`config.mk`:
```
export PLATFORM = sky130hd
export DESIGN_NAME = cache_ctrl
export DESIGN_NICKNAME = d
export VERILOG_FILES = /design/src/rtl/cache_ctrl.sv
export SDC_FILE = /design/constraint.sdc
export NUM_CORES = 1
export LEC_CHECK = 0
export ABC_AREA = 1
export CORE_AREA = 2 2 120 122
export DETAILED_ROUTE_END_ITERATION = 7
export DIE_AREA = 0 0 122 124
export PLACE_DENSITY = 0.8
export RECOVER_POWER = 50
export SYNTH_ARGS = -nofsm -noshare
export SYNTH_HDL_FRONTEND = slang
export SYNTH_SLANG_ARGS = --single-unit
```
`constraint.sdc`:
```
create_clock -name clock -period 1.55 [get_ports clock]
set_input_delay 0.31 -clock clock [delete_from_list [all_inputs] [get_ports clock]]
set_output_delay 0.31 -clock clock [all_outputs]
set_load 0.01 [all_outputs]
```
`src/rtl/cache_ctrl.sv`:
```
// rtl/cache_ctrl.sv - single-request front-end owning ch1 of a K-way cache set
// Reads probe the set and fill on miss; writes go through to memory, then allocate.
module cache_ctrl #(
  parameter int ADDR_WIDTH   = 8,
  parameter int LINE_WIDTH   = 32,
  parameter int FILL_TIMEOUT = 8
) (
  input  logic                  clock,
  input  logic                  reset_n,
  input  logic                  req_valid,
  output logic                  req_ready,
  input  logic                  req_write,
  input  logic [ADDR_WIDTH-1:0] req_addr,
  input  logic [LINE_WIDTH-1:0] req_wdata,
  output logic                  resp_valid,
  input  logic                  resp_ready,
  output logic [LINE_WIDTH-1:0] resp_rdata,
  output logic                  resp_hit,
  output logic                  resp_err,
  output logic [ADDR_WIDTH-1:0] set_addr,
  output logic [LINE_WIDTH-1:0] set_val,
  output logic                  set_read,
  output logic                  set_write,
  input  logic                  set_hit,
  input  logic [LINE_WIDTH-1:0] set_out_val,
  output logic                  mem_req,
  output logic                  mem_we,
  output logic [ADDR_WIDTH-1:0] mem_addr,
  output logic [LINE_WIDTH-1:0] mem_wdata,
  input  logic                  mem_ack,
  input  logic [LINE_WIDTH-1:0] mem_rdata
);

  localparam int CW = (FILL_TIMEOUT > 2) ? $clog2(FILL_TIMEOUT) : 1;
  localparam logic [CW-1:0] FILL_LAST = CW'(FILL_TIMEOUT - 1);

  typedef enum logic [2:0] {
    S_IDLE,
    S_PROBE,
    S_CHECK,
    S_MEM,
    S_FILL,
    S_RESP
  } state_t;

  state_t                state;
  logic [ADDR_WIDTH-1:0] addr_q;
  logic [LINE_WIDTH-1:0] wdata_q;
  logic [LINE_WIDTH-1:0] line_q;
  logic                  op_write;
  logic [CW-1:0]         fill_cnt;
  logic                  fill_done;

  // set_hit is sticky from the previous set operation, so it only counts
  // once the first fill write has had a chance to update it.
  assign fill_done = (fill_cnt != '0) && set_hit;
  assign set_write = (state == S_FILL) && !fill_done;
  assign set_addr  = addr_q;
  assign set_val   = line_q;
  assign mem_addr  = addr_q;
  assign mem_wdata = wdata_q;

  always_ff @(posedge clock or negedge reset_n) begin
    if (!reset_n) begin
      state      <= S_IDLE;
      addr_q     <= '0;
      wdata_q    <= '0;
      line_q     <= '0;
      op_write   <= 1'b0;
      fill_cnt   <= '0;
      req_ready  <= 1'b1;
      resp_valid <= 1'b0;
      resp_rdata <= '0;
      resp_hit   <= 1'b0;
      resp_err   <= 1'b0;
      set_read   <= 1'b0;
      mem_req    <= 1'b0;
      mem_we     <= 1'b0;
    end else begin
      case (state)
        S_IDLE: begin
          if (req_valid) begin
            addr_q    <= req_addr;
            wdata_q   <= req_wdata;
            op_write  <= req_write;
            req_ready <= 1'b0;
            if (req_write) begin
              mem_req <= 1'b1;
              mem_we  <= 1'b1;
              state   <= S_MEM;
            end else begin
              set_read <= 1'b1;
              state    <= S_PROBE;
            end
          end
        end
        S_PROBE: begin
          set_read <= 1'b0;
          state    <= S_CHECK;
        end
        S_CHECK: begin
          if (set_hit) begin
            line_q     <= set_out_val;
            resp_rdata <= set_out_val;
            resp_hit   <= 1'b1;
            resp_valid <= 1'b1;
            state      <= S_RESP;
          end else begin
            mem_req <= 1'b1;
            mem_we  <= 1'b0;
            state   <= S_MEM;
          end
        end
        S_MEM: begin
          if (mem_ack) begin
            mem_req  <= 1'b0;
            mem_we   <= 1'b0;
            line_q   <= op_write ? wdata_q : mem_rdata;
            fill_cnt <= '0;
            state    <= S_FILL;
          end
        end
        S_FILL: begin
          fill_cnt <= fill_cnt + 1'b1;
          if (fill_done) begin
            resp_rdata <= line_q;
            resp_valid <= 1'b1;
            state      <= S_RESP;
          end else if (fill_cnt == FILL_LAST) begin
            resp_rdata <= line_q;
            resp_err   <= 1'b1;
            resp_valid <= 1'b1;
            state      <= S_RESP;
          end
        end
        S_RESP: begin
          if (resp_ready) begin
            resp_valid <= 1'b0;
            resp_rdata <= '0;
            resp_hit   <= 1'b0;
            resp_err   <= 1'b0;
            req_ready  <= 1'b1;
            state      <= S_IDLE;
          end
        end
        default: begin
          state <= S_IDLE;
        end
      endcase
    end
  end

endmodule

```
=== Yosys cells after proc, flatten, opt, wreduce, memory -nomap -nowiden ===
Index checks and enable logic that the tools add are counted.

* Bitwise logic cells: 0
* Add/subtract/negate cells: 1
* $lt $le $gt $ge: 0
* Div/mod/pow operators: 0
* Shift operators: 0
* Equal/unequal tests: 16
* Muxes and demuxes: 39
* Reductions and logical operators: 23
* $mul: 0

{| class="wikitable"
|+ Operator list
! operator !! count
|-
| $mux W32 || 6
|-
| $pmux W32 S3 || 1
|-
| $pmux W32 S2 || 1
|-
| $mux W3 || 7
|-
| $pmux W3 S6 || 1
|-
| $ne A2 B2 Y1 const B || 8
|-
| $mux W1 || 14
|-
| $reduce_and A3 Y1 || 4
|-
| $reduce_and A4 Y1 || 3
|-
| $reduce_bool A2 Y1 || 6
|-
| $eq A3 B3 Y1 const B || 3
|-
| $pmux W1 S3 || 3
|-
| $reduce_bool A3 Y1 || 3
|-
| $pmux W1 S2 || 4
|-
| $eq A3 B2 Y1 const B || 2
|-
| $pmux W3 S2 || 1
|-
| $reduce_and A5 Y1 || 1
|-
| $reduce_and A2 Y1 || 2
|-
| $add A3 B1 Y3 const B || 1
|-
| $eq A3 B1 Y1 const B || 1
|-
| $logic_not A3 Y1 || 1
|-
| $ne A3 B2 Y1 const B || 1
|-
| $logic_and A1 B1 Y1 || 2
|-
| $mux W2 || 1
|-
| other kinds (2) || 2
|}

* Memory bits (writable): 0
* Register bits: 118
* Latch bits: 0
* Output and inout port bits: 120
* ROM bits: 0
* Memories: 0

=== Depth between registers and ports, before layout ===
* Depth after elaboration: 4
* Mapped depth: 10
* Depth with buffers taken out: 8

=== Worst setup path after synthesis ===
Ideal clock, no wire load.

* Path kind: register to register
* Start: register fill_cnt[0]
* End: register resp_rdata[10]
* Data required time: 1433 ps
* Path buffers: 2
* Period minus slack after synthesis: 1400 ps
* Stages on the path, launching flop included: 9
* Arrival: 1282 ps
* Setup time: 117 ps
* Setup slack: 150 ps
* Cells stage by stage: dfrtp_1 ha_1 ha_1 inv_1 nand3_2 buf_6 buf_6 nand4_1 nand2_1

* Longest elaborated chain between the ends: 4
* Elaborated cells between the ends (all ways): 7
* Classes of those cells: eq/ne (2); mux (2); reduce/logical (3)

{| class="wikitable"
|+ RTL lines
! item !! line !! source
|-
| start, declared || 51 || <nowiki>logic [CW-1:0] fill_cnt;</nowiki>
|-
| start signal, assigned || 124 || <nowiki>fill_cnt <= fill_cnt + 1'b1;</nowiki>
|-
| $reduce_bool A3 Y1 || 56 || <nowiki>assign fill_done = (fill_cnt != '0) && set_hit;</nowiki>
|-
| $logic_and A1 B1 Y1 || 56 ||
|-
| $ne A3 B2 Y1 (no source line) or $mux W32 (tied branches) || n/a ||
|-
| $reduce_and A4 Y1 (no source line) or $pmux W32 S3 (tied branches) || n/a ||
|-
| end signal, assigned || 104 || <nowiki>resp_rdata <= set_out_val;</nowiki>
|-
| end signal, assigned || 126 || <nowiki>resp_rdata <= line_q;</nowiki>
|-
| end signal, assigned || 130 || <nowiki>resp_rdata <= line_q;</nowiki>
|-
| end, declared || 17 || <nowiki>output logic [LINE_WIDTH-1:0] resp_rdata,</nowiki>
|}

Parallel ways exist; a longest one is shown, timed or not.
A chain may end at the register's enable or synchronous reset.

=== Final worst setup path ===
* Start: register fill_cnt[1]
* End: output set_write

* Longest elaborated chain between the ends: 4

{| class="wikitable"
|+ RTL lines
! item !! line !! source
|-
| $reduce_bool A3 Y1 || 56 ||
|-
| $logic_and A1 B1 Y1 || 56 ||
|-
| $logic_not A1 Y1 || 57 || <nowiki>assign set_write = (state == S_FILL) && !fill_done;</nowiki>
|-
| $logic_and A1 B1 Y1 || 57 ||
|-
| end, declared || 23 || <nowiki>output logic set_write,</nowiki>
|}

No other way between the ends.

==> reports/metrics.csv <==
stage,metric,value,unit
layout,layout.cells.most_common_list,"nand2_1, dlygate4sd2_1, dfrtp_1",
sta,postLayoutSetupSlackWorst,-210,ps
yosys,synthTopCellsByArea,"dfrtp_1, nand2_1, nand3_1",
critical_path,r2r_slack,-100,ps
drt,wl,21700,um
layout,fillers,1144,
global_route,grt_max_degree,44,
yosys,synth.largest_area_cell,dfrtp_1,
critical_path,crit_arrival,1450,ps
global_route,grt_use_total,26.2,%
floorplan,die_area,15100,um^2
power_and_ir_drop,ir_drop,1.00,mV
outcome,violations,setup timing,
power_and_ir_drop,leakage,0.00473,uW
critical_path,rr_endpoint,resp_rdata[22]$_DFFE_PN0P_,
clocking,clk_latency,410,ps
clocking,cts_buffers,17,
worst_hold_path,min-delay-start,req_addr[0],
drt,wl_per_cell,17.7,um
drt,drc_errors,0,
yosys,synth_nets,887,
floorplan,ioPinCount,231,
yosys,synth.top_cell.area_share,49.3,%
yosys,synth_warnings,0,
yosys,synth_cell_type_count,25,
critical_path,crit_path_end_kind,primary output,
sta,hold_viol_final,0,
worst_hold_path,holdCritPathClass,primary input to register,
yosys,synth_area,5940,um^2
global_route,antenna_found_initial,0,
sta,finalSetupViolCount,55,
yosys,syn_inst,773,
clocking,cts_sinks,118,
floorplan,initial_core_util,43.3,%
drt,dr_total_vias,6382,
clocking,clock_path_buffers,2,
yosys,ys_seq_area_share,49.8,%
place,place_congestion,0.929,
clocking,root_buffer,clkbuf_16,
floorplan,rows,43,
critical_path,cp_max_fo,2,
global_route,grt_pass1_vias,5781,
critical_path,required,1240,ps
critical_path,rr_worst_depth,10,
layout,fin_util,69.5,%
global_route,grt_overflow,0,
place,dp_hpwl,14100,um
drt,drt_iter0_drc,467,
yosys,synth-seq-cells,118,
layout,layout_commonest_cell,nand2_1,
global_route,grt_pass1_wl,30300,um
drt,first_pass_iters,5,
job,drv_cap,0,
critical_path,critPathLaunchType,register,
worst_hold_path,min_to,mem_addr[0]$_DFFE_PN0P_,
sta,clock.fmax,568,MHz
outcome,status,"finished, violations left",
worst_hold_path,min_delay_path_depth,3,
drt,avgViaCountPerCell,5.22,
sta,final_min_period_over_clock_period,114,%
sta,relSlewSlack,58.0,%
layout,insertedDiodeCount,0,
clocking,htreeDepth,4,
critical_path,crit_type,register to primary output,
power_and_ir_drop,power_density,2050,nW/um^2
sta,worst_slew_pin_slew,629,ps
drt,detail-route-antenna-nets,0,
floorplan,core-area,13700,um^2
sta,min_period,1760,ps
layout,nets,1146,
layout,drive_gt1_share,13.7,%
sta,clock_skew,7.87,ps
clocking,clkSlewWorstSetupHoldPaths,50,ps
floorplan,die_w,122,um
place,io_buffers,230,
sta,fin_tns_setup,-3310,ps
clocking,cts_tree,yes,
sta,grt_setup_unrepaired,yes,
floorplan,die_height,124,um
yosys,avgSynthCellArea,7.68,um^2
layout,syn_to_final_growth,60.6,%
sta,slew_violations,0,
critical_path,rr_startpoint,state[1]$_DFFE_PN0P_,
cell families (layout without fill, tap and decap cells):
logic type / count (synthesis) / after routing / share of synthesized area (%)
adder cells (fa/ha/maj): 3 / 3 / 0.632
AND/OR/NAND/NOR: 496 / 496 / 35.8
buffers and inverters: 78 / 347 / 7.14
flip-flops: 118 / 118 / 49.8
AO/OA/AOI/OAI: 78 / 78 / 6.64
what timing repair did:
item                                    CTS  global route
setup buffers                             6            14
cloned                                    2             9
pin swaps                                 3            13
hold buffers                              1             0
gates resized for setup                 139            55
endpoints found under the setup margin  197           113
endpoints found under the hold margin    21             0
per-layer routing:
| metal | share of wire, % | wire length (um) | global-route usage [%] | vias up |
|---|---|---|---|---|
| met3 | 6.4 | 1380 | 4.95 | 70 |
| met2 | 50 | 10800 | 42.6 | 276 |
| met1 | 40 | 8690 | 34.0 | 3008 |
| met5 | 0 | 0 | 0 | - |
| met4 | 3.8 | 830 | 12.4 | 0 |
| li1 | - | - | - | 3028 |
layout make-up:
cell class              count  area [um^2]  share of cell area (%)
repair buffers            300         3030                    31.8
flip-flops and latches    118         2950                    31.0
multi-input cells         577         2730                    28.6
clock buffers              25          495                    5.20
well taps                 180          225                    2.36
inverters                  18         72.6                   0.761
clock inverters             4         22.5                   0.236
where the power goes:
| part | leakage [uW] | total [uW] | internal, uW | switching (uW) |
|---|---|---|---|---|
| combinational | 0.00305 | 10400 | 4660 | 5720 |
| sequential | 0.00142 | 5700 | 4580 | 1120 |
| clock | 0.000255 | 3470 | 2170 | 1300 |
| total | 0.00473 | 19500 | 11400 | 8130 |
cells in the mapped netlist:
library cell,instances
nand2_2,1
buf_4,20
a21oi_1,35
inv_2,2
o21ai_0,35
nand2_4,2
dfrtp_1,117
clkbuf_1,14
nor2_1,41
nand2_1,338
a31oi_1,1
nor2_2,2
nand3_2,1
buf_1,1
nand4_1,33
buf_6,4
nor2_4,3
dfstp_2,1
nand3_4,3
nand3_1,72
buf_2,21
o21a_1,1
o21ai_1,6
ha_1,3
inv_1,16
flip-flops by register name, summed over array words and instances (netlist names):
name / flops
resp_hit: 1
resp_err: 1
mem_addr: 8
mem_req: 1
state: 3
fill_cnt: 3
mem_wdata: 32
resp_valid: 1
op_write: 1
resp_rdata: 32
set_val: 32
set_read: 1
req_ready: 1
mem_we: 1
worst max-delay path, cell delays in order, from the launching register on:
cell and delay, ps:
dfrtp_1 390, inv_2 90, ha_4 180, nand2_2 80
a21oi_2 150, buf_2 150
how the worst max path moves through the flow:
stage                             from                         end  slack [ps]  cells after the start
2_1_floorplan  fill_cnt[0]$_DFFE_PN0P_  resp_rdata[10]$_DFFE_PN0P_         150                      8
3_3_place_gp                   set_hit                   set_write        -210                      3
3_5_place_dp                   set_hit                   set_write        -230                      3
4_1_cts        fill_cnt[0]$_DFFE_PN0P_                   set_write        -180                      5
5_1_grt        fill_cnt[1]$_DFFE_PN0P_                   set_write        -260                      5
6_report       fill_cnt[1]$_DFFE_PN0P_                   set_write        -210                      5
metrics by stage:
stage	total power [uW]	hold slack, ps	cells	instance area, um^2	setup WS [ps]
3_3_place_gp	15200	247	1161	8540	-211
5_1_grt	20800	429	1222	9530	-260
6_report	19500	433	1222	9530	-210
2_1_floorplan	10500	14.4	773	5940	150
3_5_place_dp	15400	256	1161	8540	-226
4_1_cts	18400	367	1199	9090	-178
Note: power is estimated with default switching activity, not from simulation.
